## src/rtl/i2s_tx_master.sv

```systemverilog
// Master-mode I2S transmitter: one free-running divider makes MCLK/BCK/LRCK and a
// one-frame holding register feeds Philips-format 32-bit slots toward the DAC.
module i2s_tx_master #(
  parameter int DATA_WIDTH    = 16,
  parameter int MCLK_DIV_LOG2 = 2,
  parameter int BCK_DIV_LOG2  = 4
) (
  input  logic                  sys_clk,
  input  logic                  sys_rst,
  input  logic                  in_valid,
  output logic                  in_ready,
  input  logic [DATA_WIDTH-1:0] in_left,
  input  logic [DATA_WIDTH-1:0] in_right,
  input  logic                  underrun_clr,
  output logic                  i2s_mclk,
  output logic                  i2s_bck,
  output logic                  i2s_lrck,
  output logic                  i2s_sdata,
  output logic                  underrun_pulse,
  output logic [7:0]            underrun_count
);
  localparam int W = BCK_DIV_LOG2 + 6;
  localparam logic [5:0] DW = 6'(DATA_WIDTH);

  logic [W-1:0]          cnt;
  logic [W-1:0]          cnt_nxt;
  logic                  bck_fall;
  logic                  frame_end;
  logic [4:0]            next_k;
  logic                  next_right;
  logic                  data_bit;
  logic                  full;
  logic                  accept;
  logic                  underrun;
  logic [DATA_WIDTH-1:0] hold_left;
  logic [DATA_WIDTH-1:0] hold_right;
  logic [DATA_WIDTH-1:0] sh_left;
  logic [DATA_WIDTH-1:0] sh_right;

  assign cnt_nxt    = cnt + 1'b1;
  assign bck_fall   = &cnt[BCK_DIV_LOG2-1:0];
  assign frame_end  = &cnt;
  // Slot position and channel as they will be after the coming edge.
  assign next_k     = cnt_nxt[W-2:BCK_DIV_LOG2];
  assign next_right = cnt_nxt[W-1];
  assign data_bit   = (next_k != 5'd0) && ({1'b0, next_k} <= DW);

  assign i2s_mclk = cnt[MCLK_DIV_LOG2-1];
  assign i2s_bck  = cnt[BCK_DIV_LOG2-1];
  assign i2s_lrck = cnt[W-1];

  // Handshake: a frame transfers on any cycle with in_valid && in_ready; in_ready is
  // simply "holding register empty" and never depends on in_valid.
  assign in_ready = !full;
  assign accept   = in_valid && !full;
  assign underrun = frame_end && !full;

  always_ff @(posedge sys_clk or posedge sys_rst) begin
    if (sys_rst) begin
      cnt            <= '0;
      full           <= 1'b0;
      hold_left      <= '0;
      hold_right     <= '0;
      sh_left        <= '0;
      sh_right       <= '0;
      i2s_sdata      <= 1'b0;
      underrun_pulse <= 1'b0;
      underrun_count <= 8'd0;
    end else begin
      cnt            <= cnt_nxt;
      underrun_pulse <= underrun;

      // The boundary sees full as it was before this cycle, so a same-cycle accept
      // is kept for the following frame.
      if (frame_end && full) begin
        full <= 1'b0;
      end else if (accept) begin
        full <= 1'b1;
      end
      if (accept) begin
        hold_left  <= in_left;
        hold_right <= in_right;
      end

      if (frame_end) begin
        sh_left  <= full ? hold_left  : '0;
        sh_right <= full ? hold_right : '0;
      end else if (bck_fall && data_bit) begin
        if (next_right) begin
          sh_right <= {sh_right[DATA_WIDTH-2:0], 1'b0};
        end else begin
          sh_left <= {sh_left[DATA_WIDTH-2:0], 1'b0};
        end
      end

      if (bck_fall) begin
        i2s_sdata <= data_bit && (next_right ? sh_right[DATA_WIDTH-1] : sh_left[DATA_WIDTH-1]);
      end

      if (underrun_clr) begin
        underrun_count <= underrun ? 8'd1 : 8'd0;
      end else if (underrun && underrun_count != 8'hFF) begin
        underrun_count <= underrun_count + 8'd1;
      end
    end
  end
endmodule

```

## config.mk

```make
export PLATFORM = sky130hd
export DESIGN_NAME = i2s_tx_master
export DESIGN_NICKNAME = d
export VERILOG_FILES = /design/src/rtl/i2s_tx_master.sv
export SDC_FILE = /design/constraint.sdc
export NUM_CORES = 1
export LEC_CHECK = 0
export ABC_CLOCK_PERIOD_IN_PS = 5300
export CELL_PAD_IN_SITES_DETAIL_PLACEMENT = 1
export CELL_PAD_IN_SITES_GLOBAL_PLACEMENT = 2
export CORE_ASPECT_RATIO = 1.1
export CORE_MARGIN = 2
export CORE_UTILIZATION = 39
export CTS_CLUSTER_DIAMETER = 200
export CTS_CLUSTER_SIZE = 8
export DETAILED_ROUTE_END_ITERATION = 6
export GPL_ROUTABILITY_DRIVEN = 0
export GPL_TIMING_DRIVEN = 0
export PLACE_DENSITY_LB_ADDON = 0.1
export REMOVE_ABC_BUFFERS = 1
export SYNTH_ARGS = -nofsm -noshare
export SYNTH_HDL_FRONTEND = slang
export SYNTH_SLANG_ARGS = --single-unit
```

## constraint.sdc

```tcl
create_clock -name sys_clk -period 5.3 [get_ports sys_clk]
set_clock_uncertainty 0.05 [all_clocks]
set_input_delay 1.06 -clock sys_clk [delete_from_list [all_inputs] [get_ports sys_clk]]
set_output_delay 1.06 -clock sys_clk [all_outputs]
set_load 0.02 [all_outputs]
```

==> results of run 1 <==
## per-layer routing
layer	share of wire [%]	track usage, %
met2	48	26.2
met5	0	0
met3	3.3	2.73
met4	1.3	7.64
met1	47	20.6
## kinds of logic after synthesis
family | after synthesis | share of synthesized area (%)
flops | 85 | 56.0
xor+xnor | 12 | 2.77
simple gates | 124 | 16.0
mux | 34 | 10.0
fa+ha+maj | 2 | 0.659
compound gates | 53 | 10.7
buf+inv | 29 | 3.79
## cells in the mapped netlist (all sizes together)
library cell  number  area (µm²)
nand4              3        33.8
mux2              32         360
o2111ai            1        8.76
xnor2              5        43.8
a32o               2        20.0
xor2               7        61.3
nor4               1        21.3
o31ai              2        20.0
and3               3        20.0
nor3b              1        7.51
and4               2        18.8
a31oi              1        6.26
nand3             34         183
a221oi             3        26.3
inv                5        18.8
mux2i              2        20.0
o21a               1        7.51
o21ai              2        10.0
nand2             62         233
a211o              1        10.0
nor2              11        48.8
a21oi              6        30.0
ha                 2        25.0
nor2b              2        12.5
or3                4        25.0
o221a              1        11.3
dfrtp             85        2130
a21boi             1        7.51
nor3               1        5.00
clkbuf             5        20.0
buf               19         105
a22oi              3        22.5
o211ai            29         228
## critical path: stages (launching register included)
cell and delay, ps:
dfrtp_1 400, ha_1 330, and3_1 290, a21oi_1 120, o221a_2 300, o211ai_2 960, nand3_1 180, o211ai_1 150
## flip-flops by register name, indices dropped and copies added, names as in the netlist
signal / count
sh_left: 16
underrun_count: 8
full: 1
hold_right: 16
i2s_sdata: 1
hold_left: 16
underrun_pulse: 1
cnt: 10
sh_right: 16
## how the worst min path moves through the flow
stage / start / endpoint / slack [ps] / cells after the start
global placement: cnt[0]$_DFF_PP0_ / cnt[0]$_DFF_PP0_ / 410 / 1
CTS: cnt[0]$_DFF_PP0_ / cnt[0]$_DFF_PP0_ / 430 / 1
finish: cnt[0]$_DFF_PP0_ / cnt[0]$_DFF_PP0_ / 430 / 1
floorplan: cnt[0]$_DFF_PP0_ / cnt[0]$_DFF_PP0_ / 390 / 1
global route: cnt[0]$_DFF_PP0_ / cnt[0]$_DFF_PP0_ / 460 / 1
detailed placement: cnt[0]$_DFF_PP0_ / cnt[0]$_DFF_PP0_ / 420 / 1
## through the flow
stage / std cells / cell area (µm²) / hold slack [ps] / utilization [%]
floorplan: 315 / 3670 / 386 / -
global placement: 481 / 4310 / 406 / 45.9
detailed placement: 484 / 4390 / 419 / 46.7
CTS: 499 / 4570 / 430 / 48.6
global route: 499 / 4570 / 458 / 48.6
finish: 499 / 4570 / 426 / 48.6
## area by class of cell
class                   count  area [µm²]
inverters                   5        21.3
fillers                  1027        4830
flip-flops and latches     85        2130
clock buffers               9         124
clock inverters             6        55.1
repair buffers             52         558
well taps                 117         146
multi-input cells         225        1540
## report_power, final
part	total (mW)	internal, mW	switching [mW]
combinational	0.0689	0.0452	0.0237
clock	0.440	0.211	0.229
sequential	0.691	0.676	0.0146
==> impl_metrics.tcl, run 1 <==
set metrics [dict create \
    status "complete, no violations" \
    rrSetupSlack_ps 2410 \
    grt_pass1_vias 2832 \
    initial_core_util_pct 40.4 \
    fp.dieH_um 107 \
    r2r-start "cnt[1]$_DFF_PP0_" \
    layout_setup_ws_ps 2410 \
    grt_pass1_wl_um 13500 \
    cp-startpoint "cnt[1]$_DFF_PP0_" \
    period_minus_slack_ps 2890 \
    slew_headroom_pct 16.6 \
    cts_tree "yes" \
    rsz0062_at_grt "false" \
    cts_made_buffers 9 \
    fp.dieW_um 98.1 \
    grt.total_usage_pct 16.0 \
    ctsHoldBuffers 0 \
    antenna_found_initial 0 \
    fin_setup_tns_ps 0 \
    final_nets 416 \
    clock_path_buffers 2 \
    io_pins 50 \
    yosysSeqAreaShare_pct 56.0 \
    overflow 0 \
    core-area_mm2 0.00940 \
    reg2reg_depth 7 \
    vias_per_cell 5.36 \
    rr_endpoint "sh_left[8]$_DFFE_PP0P_" \
    power_mw 1.20 \
    yosysUniqueCellTypes 44 \
    finalHoldViolCount 0 \
    synth.avg_cell_area_um2 11.2 \
    io_buffer_count 49 \
    post_cts_resized 0 \
    diodes 0 \
    dpl.hpwl_um 4990 \
    drv_slew 0 \
    critPathKind "reg -> reg" \
    drt_wl_total_um 7570 \
    synthCells 339 \
    remaining_drc_errors 0 \
    drt_pass1_iterations 6 \
    peakVddDrop_mv 0.151 \
    avgRoutedWirePerCell_um 15.2 \
    h-tree-depth 3 \
    finalSetupViolCount 0 \
    layout_common_cells "85 x dfrtp_1, 62 x nand2_1, 49 x clkdlybuf4s50_1" \
    dr_total_vias 2674 \
    final_common_cell "dfrtp_1" \
    cap_violations 0 \
    yosys_warnings 0 \
    crit_path_max_fanout 31 \
    drt_iter0_markers 77 \
    cp.arrival_ps 3110 \
    clock-sinks 85 \
    die_area_mm2 0.0105 \
    clock-root-buffer "clkbuf_8" \
    postCtsSetupBuffers 0 \
    clk_pin_slew_worst_paths_ps 80 \
    area_growth_pct 20.3 \
    cp-end-kind "flop" \
    clock_latency_ps 350 \
    post-route-period-util_pct 54.6 \
    drive_gt1_share_pct 16.8 \
    grt_start_max_net_pins 46 \
    power.density_mw_per_mm2 263 \
    hold_path_class "reg -> reg" \
    yosys_register_bits 85 \
    max_freq_ghz 0.345 \
    cp-start-kind "flop" \
    pre_cts_slack_ps 2390 \
    netlist_area_mm2 0.00380 \
    endpoint "sh_left[8]$_DFFE_PP0P_" \
    required_ps 5510 \
    p_leak_nw 1.87 \
    row_count 37 \
    worst_slew_pin_slew_ps 1250 \
    antenna_left 0 \
]
No activity file was read; power rests on OpenSTA's default activity.
==> run 2: changes to the inputs <==
Settings changed: ABC_CLOCK_PERIOD_IN_PS 5300 to 3000, CORE_UTILIZATION 39 to 36.
Clock period 5.3 ns to 3 ns, I/O delays scaled along.
==> run 2 against run 1 <==
Against the previous run: via count shrank 0.82%; sequential share of layout area shrank 1.5 points; count of clock-buffer cells in the layout grew 2; global-route usage shrank 0.71 points; register-to-register slack lost 2300 ps; total power grew 100%; flip-flop and latch count is the same; critical path depth is the same; cell count grew 5.4%; critical path type unchanged; critical endpoint is now sh_left[4]$_DFFE_PP0P_; largest cell class unchanged; largest power group unchanged.
==> impl_metrics.tcl, run 2 (synthesis gave the netlist of run 1 again) <==
set metrics [dict create \
    status "complete, no violations" \
    rsz0062_at_grt "true" \
    fin_cells 526 \
    slew_headroom_pct 16.3 \
    clock-sinks 85 \
    io_pins 50 \
    drt_iter0_markers 149 \
    finalSetupViolCount 0 \
    grt.total_usage_pct 15.3 \
    max_freq_ghz 0.346 \
    grt_start_max_net_pins 69 \
    p_leak_nw 1.93 \
    clock-root-buffer "clkbuf_16" \
    post-route-util_pct 45.6 \
    h-tree-depth 3 \
    area_growth_pct 24.3 \
    cp-start-kind "flop" \
    power_mw 2.45 \
    initial_core_util_pct 36.7 \
    num-fill-cells 1153 \
    fp.dieH_um 112 \
    clock_latency_ps 340 \
    critPathKind "reg -> reg" \
    placed_area_mm2 0.00443 \
    wl_met3_um 220 \
    cp-startpoint "cnt[0]$_DFF_PP0_" \
    dr_total_vias 2652 \
    final_nets 416 \
    cts_made_buffers 9 \
    ff_latch_area_mm2 0.00213 \
    period_minus_slack_ps 2890 \
    fin_setup_tns_ps 0 \
    r2r-start "cnt[0]$_DFF_PP0_" \
    drt_pass1_iterations 4 \
    avgRoutedWirePerCell_um 14.6 \
    worst_slew_pin_slew_ps 1250 \
    crit_path_max_fanout 31 \
    grt_pass1_vias 2767 \
    vias_per_cell 5.04 \
    post_cts_resized 0 \
    finalHoldViolCount 0 \
    drive_gt1_share_pct 16.7 \
    overflow 0 \
    pre_cts_slack_ps 68.4 \
    cap_violations 0 \
    io_buffer_count 49 \
    top_layer_used "met4" \
    die_area_mm2 0.0114 \
    layout_common_cells "85 x dfrtp_1, 62 x nand2_1, 49 x clkdlybuf4s50_1" \
    wl_met2_um 3660 \
    met1_length_um 3590 \
    dpl.hpwl_um 4990 \
    holdWs_ps 427 \
    clock_path_buffers 2 \
    post-route-period-util_pct 96.2 \
    diodes 0 \
    row_count 39 \
    multiInputGateArea_mm2 0.00154 \
    antenna_found_initial 0 \
    final_common_cell "dfrtp_1" \
    required_ps 3190 \
    power.density_mw_per_mm2 519 \
    cp.arrival_ps 3080 \
    fp.dieW_um 102 \
    hp-start "i2s_sdata$_DFFE_PP0P_" \
    clk_pin_slew_worst_paths_ps 60 \
    ctsHoldBuffers 0 \
    hold_path_class "reg -> reg" \
    drv_slew 0 \
    layout_setup_ws_ps 113 \
    remaining_drc_errors 0 \
    grt_pass1_wl_um 13600 \
    peakVddDrop_mv 0.258 \
    drt_wl_total_um 7660 \
    antenna_left 0 \
    postCtsSetupBuffers 0 \
    cp-end-kind "flop" \
    postLayoutCellArea_mm2 0.00472 \
    cts_tree "yes" \
    dp.cells 510 \
    core-area_mm2 0.0103 \
]
[run 2: changes by cell type in the layout (fill, tap and decap cells not counted), sizes merged]
cell	previous run	this run
clkbuf	9	11
clkinv	5	4
[run 2: worst paths after layout]
| kind | end | slack (ps) | depth (start not counted) |
|---|---|---|---|
| min reg2reg | i2s_sdata$_DFFE_PP0P_ | 430 | 2 |
| max | sh_left[4]$_DFFE_PP0P_ | 110 | 7 |
| min | i2s_sdata$_DFFE_PP0P_ | 430 | 2 |
| max in group asynchronous | hold_right[9]$_DFFE_PP0P_ | 1790 | 3 |
| max reg2reg | sh_left[4]$_DFFE_PP0P_ | 110 | 7 |
| min in group asynchronous | cnt[7]$_DFF_PP0_ | 510 | 2 |
[run 2: layout make-up]
| type | instances | area share [%] |
|---|---|---|
| Timing Repair Buffer | 52 | 12.0 |
| Clock buffer | 11 | 5.14 |
| Multi-Input combinational cell | 225 | 32.5 |
| Clock inverter | 5 | 1.06 |
| Tap cell | 143 | 3.79 |
| Sequential cell | 85 | 45.1 |
| Inverter | 5 | 0.451 |
[run 2: metal layers]
metal	vias to the layer above	GRT usage (%)
li1	1284	-
met1	1315	20.7
met5	-	0
met2	39	23.5
met3	14	2.64
met4	0	7.47
[run 2: report_power, final]
group | internal [mW] | switching [mW]
logic | 0.0800 | 0.0423
clock network | 0.662 | 0.441
registers | 1.20 | 0.0263
[run 2: critical path: stages (launching register included)]
cell and delay [ps]:
dfrtp_1 390, ha_1 320, and3_1 290, a21oi_1 120
o221a_2 300, o211ai_2 960, nand3_1 190, o211ai_1 160
==> run 3: changes to the inputs <==
Settings changed: ABC_CLOCK_PERIOD_IN_PS 3000 to 2980.
Clock period 3 ns to 2.98 ns, I/O delays scaled along.
==> results of run 3 <==
The final DEF is identical to that of run 2. Status: complete, no violations.
Main changes from that run: setup slack after placement 68.4 ps -> 48.4 ps; setup slack after layout 113 ps -> 92.8 ps; register-to-register setup slack 110 ps -> 90 ps; total power 2.45 mW -> 2.46 mW; worst IR drop on VDD 0.258 mV -> 0.260 mV
